### src/rtl/pixel_framebuffer_writer.sv
// pixel_framebuffer_writer: queues solver pixels and writes each as one byte over Avalon-MM.
// Define COLOR_LOG_MAP_EN to write a log-bucketed colour instead of the raw value.
module pixel_framebuffer_writer #(
    parameter int          FIFO_DEPTH = 16,
    parameter logic [31:0] BASE_ADDR  = 32'h0000_0000,
    parameter int          H_RES      = 640,
    parameter int          V_RES      = 480
) (
    input  logic                        output_clk,
    input  logic                        reset_n,
    input  logic [9:0]                  pixel_x,
    input  logic [8:0]                  pixel_y,
    input  logic [7:0]                  pixel_color,
    input  logic                        pixel_stb,
    output logic [31:0]                 avm_address,
    output logic                        avm_write,
    output logic [7:0]                  avm_writedata,
    input  logic                        avm_waitrequest,
    output logic                        frame_written_stb,
    output logic                        overflow,
    output logic [$clog2(FIFO_DEPTH):0] fifo_level
);
    localparam int AW = $clog2(FIFO_DEPTH);
    localparam int LW = AW + 1;
    localparam int FRAME = H_RES * V_RES;
    localparam int CW = $clog2(FRAME);
    localparam logic [LW-1:0] FULL_LVL = LW'(FIFO_DEPTH);
    localparam logic [CW-1:0] LAST = CW'(FRAME - 1);

    typedef enum logic {IDLE, WRITE} state_t;
    state_t state, state_nxt;

    logic [26:0]   mem [FIFO_DEPTH];
    logic [AW-1:0] wr_ptr, rd_ptr;
    logic [CW-1:0] count;
    logic [26:0]   head;
    logic [7:0]    color, head_data;
    logic [31:0]   head_addr;
    logic          in_range, empty, full, push, pop, accept;

    assign head = mem[rd_ptr];
    assign color = head[7:0];
    assign empty = fifo_level == '0;
    assign full = fifo_level == FULL_LVL;
    assign in_range = 32'(pixel_x) < 32'(H_RES) && 32'(pixel_y) < 32'(V_RES);
    assign accept = state == WRITE && !avm_waitrequest;
    // A full FIFO still accepts a pixel when the head leaves in the same cycle.
    assign pop = !empty && (state == IDLE || accept);
    assign push = pixel_stb && in_range && (!full || pop);
    assign head_addr = BASE_ADDR + 32'(head[16:8]) * 32'(H_RES) + 32'(head[26:17]);

`ifdef COLOR_LOG_MAP_EN
    assign head_data = color <= 8'd2 ? 8'd0 : color <= 8'd4 ? 8'd1 : color <= 8'd8 ? 8'd2 :
                       color <= 8'd16 ? 8'd4 : color <= 8'd32 ? 8'd8 : color <= 8'd64 ? 8'd16 :
                       color <= 8'd128 ? 8'd32 : 8'd64;
`else
    assign head_data = color;
`endif

    always_ff @(posedge output_clk) begin
        if (!reset_n) state <= IDLE;
        else state <= state_nxt;
    end

    always_comb begin
        state_nxt = (state == IDLE || accept) ? (empty ? IDLE : WRITE) : state;
    end

    always_comb begin
        avm_write = state == WRITE;
    end

    always_ff @(posedge output_clk) begin
        if (push) mem[wr_ptr] <= {pixel_x, pixel_y, pixel_color};
    end

    always_ff @(posedge output_clk) begin
        if (!reset_n) begin
            wr_ptr            <= '0;
            rd_ptr            <= '0;
            fifo_level        <= '0;
            count             <= '0;
            overflow          <= 1'b0;
            frame_written_stb <= 1'b0;
            avm_address       <= '0;
            avm_writedata     <= '0;
        end else begin
            if (push) wr_ptr <= wr_ptr + AW'(1);
            if (pop) begin
                rd_ptr        <= rd_ptr + AW'(1);
                avm_address   <= head_addr;
                avm_writedata <= head_data;
            end
            fifo_level <= fifo_level + LW'(push) - LW'(pop);
            if (pixel_stb && in_range && full && !pop) overflow <= 1'b1;
            frame_written_stb <= accept && count == LAST;
            if (accept) count <= count == LAST ? '0 : count + CW'(1);
        end
    end
endmodule

### config.mk
export PLATFORM = sky130hd
export DESIGN_NAME = pixel_framebuffer_writer
export DESIGN_NICKNAME = d
export VERILOG_FILES = /design/src/rtl/pixel_framebuffer_writer.sv
export SDC_FILE = /design/constraint.sdc
export NUM_CORES = 1
export LEC_CHECK = 0
export CAP_MARGIN = 20
export CORE_ASPECT_RATIO = 0.9
export CORE_MARGIN = 4
export CORE_UTILIZATION = 48
export CTS_CLUSTER_DIAMETER = 60
export DETAILED_ROUTE_END_ITERATION = 7
export MAX_ROUTING_LAYER = met4
export PLACE_DENSITY = 0.65
export SLEW_MARGIN = 15
export SYNTH_ARGS = -nofsm -noshare
export SYNTH_HDL_FRONTEND = slang
export SYNTH_SLANG_ARGS = --single-unit
export TNS_END_PERCENT = 100
### constraint.sdc
create_clock -name output_clk -period 10.5 [get_ports output_clk]
set_input_delay 2.1 -clock output_clk [delete_from_list [all_inputs] [get_ports output_clk]]
set_output_delay 2.1 -clock output_clk [all_outputs]
set_load 0.05 [all_outputs]
==> results summary <==
The overall die height is between 150 and 200 um. The per-instance average area after synthesis is between 15 and 20 sq um. The worst-case clock skew is 16.1 ps.

The number of antenna violations at the first check in global routing is 1. The layout overhead on the synthesized area came out at 15.3%. The insertion delay to the later sink of the worst-skew pair is approximately 570 ps. The via density per instance came out at between 5 and 6. Counting cells, the worst reg-to-reg path comes to 13.

The number of distinct library cell variants in the gate-level netlist after synthesis came out at 40. The most used flip-flop cell after synthesis is sky130_fd_sc_hd__edfxtp_1. The horizontal die dimension came out at 221 um. Setup repair after global routing left no endpoint under its margin.

The maximum vdd drop is between 0.00015 and 0.0002 V. The violation count after the first detailed-route iteration came out at ~800. Counting along the longest clock path gives a buffer depth of 3.

The number of warnings reported in the yosys synthesis log is 0. The count of vias placed by the detailed router came out at 9365. The run finished with clean final reports.

The endpoint identified for the worst register-to-register timing path is avm_address[17]. The number of synthesized flops with an enable pin is between 400 and 500. The number of standard-cell rows in the floorplan is just under 70. The overall routing resource usage is between 10% and 20%. Grouping stages by cell kind, the critical path spends the most delay in buffers and inverters. The total I/O pin count is slightly below 80. The post-cts hold buffer count is 0. The critical path goes through buf_4, buf_4, mux4_2, mux4_2, ha_1, inv_1, fa_1, xnor2_1, nor3b_1, nand3_1, nor4_1, xnor2_1, a21oi_1. The path with the worst hold slack has its endpoint at avm_address[6]. Dividing total power by cell area gives a power density of 255 mW/mm^2. The headroom to the max-slew limit is a little over a quarter.

The post-route total power is 5.75 mW. The library cells used most frequently in the layout, excluding fill and tap cells, are 432 x sky130_fd_sc_hd__edfxtp_1, 135 x sky130_fd_sc_hd__mux4_2, 66 x sky130_fd_sc_hd__clkdlybuf4s50_1, 63 x sky130_fd_sc_hd__dfxtp_1, 59 x sky130_fd_sc_hd__nor2_1. The library cell used most frequently in the layout, excluding fill and tap cells, is sky130_fd_sc_hd__edfxtp_1. The setup fix buffers added after clock tree synthesis came out at 0.

By startpoint and endpoint, the worst setup path is classified as reg2reg. The data required time at the worst endpoint is 10930 ps. The fill cell instance count of the final layout came out at about 3000. The largest individual stage delay along the critical path comes from the cell sky130_fd_sc_hd__buf_4. For the pin with the worst max-slew slack, the measured transition is 1090 ps. The H-tree was split into 2 levels.

The hold-critical path depth came out at 2. The total of flip-flops plus latches after synthesis is between 400 and 500. The final critical-path required period is approximately 5200 ps. STA classifies the critical path endpoint as a flop.

For the worst setup path, the data arrival time is around 5700 ps. The post-CTS resize count came out at 0. In the routed design, unresolved DRC markers number 0. Once routing completed, OpenROAD measured the worst setup slack at about 5300 ps. The cell sitting at the root of the clock tree is a sky130_fd_sc_hd__clkbuf_16. The worst path uses 49.8% of the clock period. The worst setup path is launched from a flop. The combined flip-flop and latch cell area is between 0.01 and 0.015 sq mm. The number of global-route vias before repair is roughly 9800. The clock transition at the register clock pins on the worst setup and hold paths after CTS is ~60 ps. CTS saw approximately 500 sinks. The delay contributed by the slowest stage of the critical path is about 610 ps. The number of max-cap violations came out at 0. The final HPWL from detailed placement came out at roughly 23000 um. The number of clock buffers added by TritonCTS is a little under 50.

The cell area that synthesis handed to floorplanning was slightly below 0.02 sq mm. Across all hold checks on the routed design, the worst slack comes to approximately 450 ps. Entering global routing, the biggest net connects 54 pins. Synthesis produced a netlist whose cell count is slightly above 1000.

Summed over all layers, the routed wires come to 39300 um. OpenSTA, run right after detailed placement, puts the worst setup slack at 4730 ps. The antenna diode count is 0. The critical path contains buffers and inverters numbering 3 combined. The pre-antenna-repair detailed-routing pass consisted of 5 iterations.

The final antenna-violating net count is 0. The wire length of the first global-routing pass is between 60000 and 70000 um. For this run, the register share of the synthesized area comes to 73.1%.

The fraction of final layout cells with drive strength greater than 1 came out at a little over a fifth. The total grt overflow is 0. The multi-input combinational cell area is 0.00507 sq mm. The sum of negative setup slack came out at 0 ps. The final count of hold timing violations is 0. The average wire length per cell after detail routing is between 20 and 25 um.

The maximum clock frequency came out at about 0.19 GHz. The core area came out at roughly 0.040 sq mm. The worst min-delay path category is reg2reg. The net count reported at finish is approximately 1200. The launch point of the worst hold path is avm_address[6]. The async set-reset flop share out of synthesis is 0%. Of all nets on the critical path, the largest fanout is 30. The count of final setup violators is 0. The final weighted congestion of routability-driven global placement came out at between 0.7 and 0.8.

The number of buffers inserted by port buffering came out at 66. The final-report max-slew violation count is 0. The die footprint came out at around 0.044 sq mm. For this design the static power due to leakage is between 7 and 8 nW. The setup slack on the worst flop-to-flop path came out at around 5300 ps. The TritonCTS clock tree is done. Once the floorplan was initialized, standard cells occupied 49.1% of the core.
[worst reg2reg max path, stage by stage (launching register included)]
cell and delay, ps:
sky130_fd_sc_hd__dfxtp_4 530, sky130_fd_sc_hd__buf_4 580, sky130_fd_sc_hd__buf_4 630, sky130_fd_sc_hd__mux4_2 620
sky130_fd_sc_hd__mux4_2 570, sky130_fd_sc_hd__ha_1 350, sky130_fd_sc_hd__inv_1 60, sky130_fd_sc_hd__fa_1 450
sky130_fd_sc_hd__xnor2_1 280, sky130_fd_sc_hd__nor3b_1 340, sky130_fd_sc_hd__nand3_1 170, sky130_fd_sc_hd__nor4_1 270
sky130_fd_sc_hd__xnor2_1 170, sky130_fd_sc_hd__a21oi_1 80
[worst max-delay path by stage]
stage | endpoint | slack (ps) | cells after the start
after floorplan | mem[3][0] | 5250 | 5
after global placement | mem[2][16] | 4880 | 7
after detailed placement | mem[2][16] | 4730 | 7
after CTS | avm_address[17] | 5160 | 13
after global routing | avm_address[17] | 4770 | 13
final | avm_address[17] | 5270 | 13
[synthesized netlist by cell type (2+ instances only)]
cell / instances / area [sq um]
sky130_fd_sc_hd__edfxtp_1: 432 / 13000
sky130_fd_sc_hd__dfxtp_1: 67 / 1340
sky130_fd_sc_hd__xnor2_1: 14 / 123
sky130_fd_sc_hd__o21a_1: 3 / 22.5
sky130_fd_sc_hd__nor3b_1: 4 / 30.0
sky130_fd_sc_hd__nand3_1: 11 / 55.1
sky130_fd_sc_hd__ha_1: 29 / 363
sky130_fd_sc_hd__clkbuf_1: 23 / 86.3
sky130_fd_sc_hd__buf_6: 3 / 33.8
sky130_fd_sc_hd__fa_1: 3 / 60.1
sky130_fd_sc_hd__buf_4: 14 / 105
sky130_fd_sc_hd__nand2_1: 50 / 188
sky130_fd_sc_hd__a21o_1: 2 / 15.0
sky130_fd_sc_hd__a21oi_1: 33 / 165
sky130_fd_sc_hd__buf_2: 13 / 65.1
sky130_fd_sc_hd__and3_1: 3 / 18.8
sky130_fd_sc_hd__nor4_1: 2 / 12.5
sky130_fd_sc_hd__xor2_1: 24 / 210
sky130_fd_sc_hd__a211oi_1: 5 / 37.5
sky130_fd_sc_hd__mux4_2: 135 / 3040
sky130_fd_sc_hd__or3_1: 3 / 18.8
sky130_fd_sc_hd__inv_1: 16 / 60.1
sky130_fd_sc_hd__nand4_1: 9 / 56.3
sky130_fd_sc_hd__o21ai_0: 11 / 55.1
sky130_fd_sc_hd__nor2_1: 71 / 267
sky130_fd_sc_hd__clkinv_1: 2 / 7.51
sky130_fd_sc_hd__nor2b_1: 3 / 18.8
sky130_fd_sc_hd__nand2b_1: 4 / 25.0
sky130_fd_sc_hd__nor3_1: 10 / 50.1
[where the power goes]
part           switching [mW]  internal [mW]  leakage, nW
Combinational           0.907          0.765         1.93
Sequential              0.102           2.24         4.44
Clock                   0.716           1.03        0.785
[routing by layer]
layer  track usage [%]  share of wire [%]
met4              4.81                1.8
met1              26.9                 46
met2              29.2                 48
met5                 -                  0
met3              2.67                4.6
[registers in the layout, summed over array words and instances (netlist names), named ones only]
name               cells
count                 19
fifo_level             5
wr_ptr                 4
overflow               1
frame_written_stb      1
mem                  432
avm_address           20
avm_writedata          8
avm_write              1
rd_ptr                 4
[per-stage QoR]
step | utilization, % | instance area [sq um] | std cells
6_report | 56.6 | 22600 | 1674
5_1_grt | 56.6 | 22600 | 1674
4_1_cts | 56.4 | 22500 | 1671
3_5_place_dp | 52.4 | 20900 | 1581
3_3_place_gp | 52.4 | 20900 | 1581
2_1_floorplan | - | 19600 | 1021
[cells by family after synthesis]
logic type               synth area share, %
adder cells (fa/ha/maj)                 2.16
other                                 0.0192
buffers and inverters                   1.85
multiplexers                            15.6
AND/OR/NAND/NOR                         3.90
XOR/XNOR                                1.70
flip-flops                              73.1
AO/OA/AOI/OAI                           1.68
[cell type report]
type	instances	share of cell area, %
flip-flops and latches	499	63.4
multi-input cells	450	22.4
clock buffers	64	5.95
repair buffers	85	3.76
well taps	532	2.95
clock inverters	26	1.19
inverters	18	0.299
(Power assumes the default switching activity.)
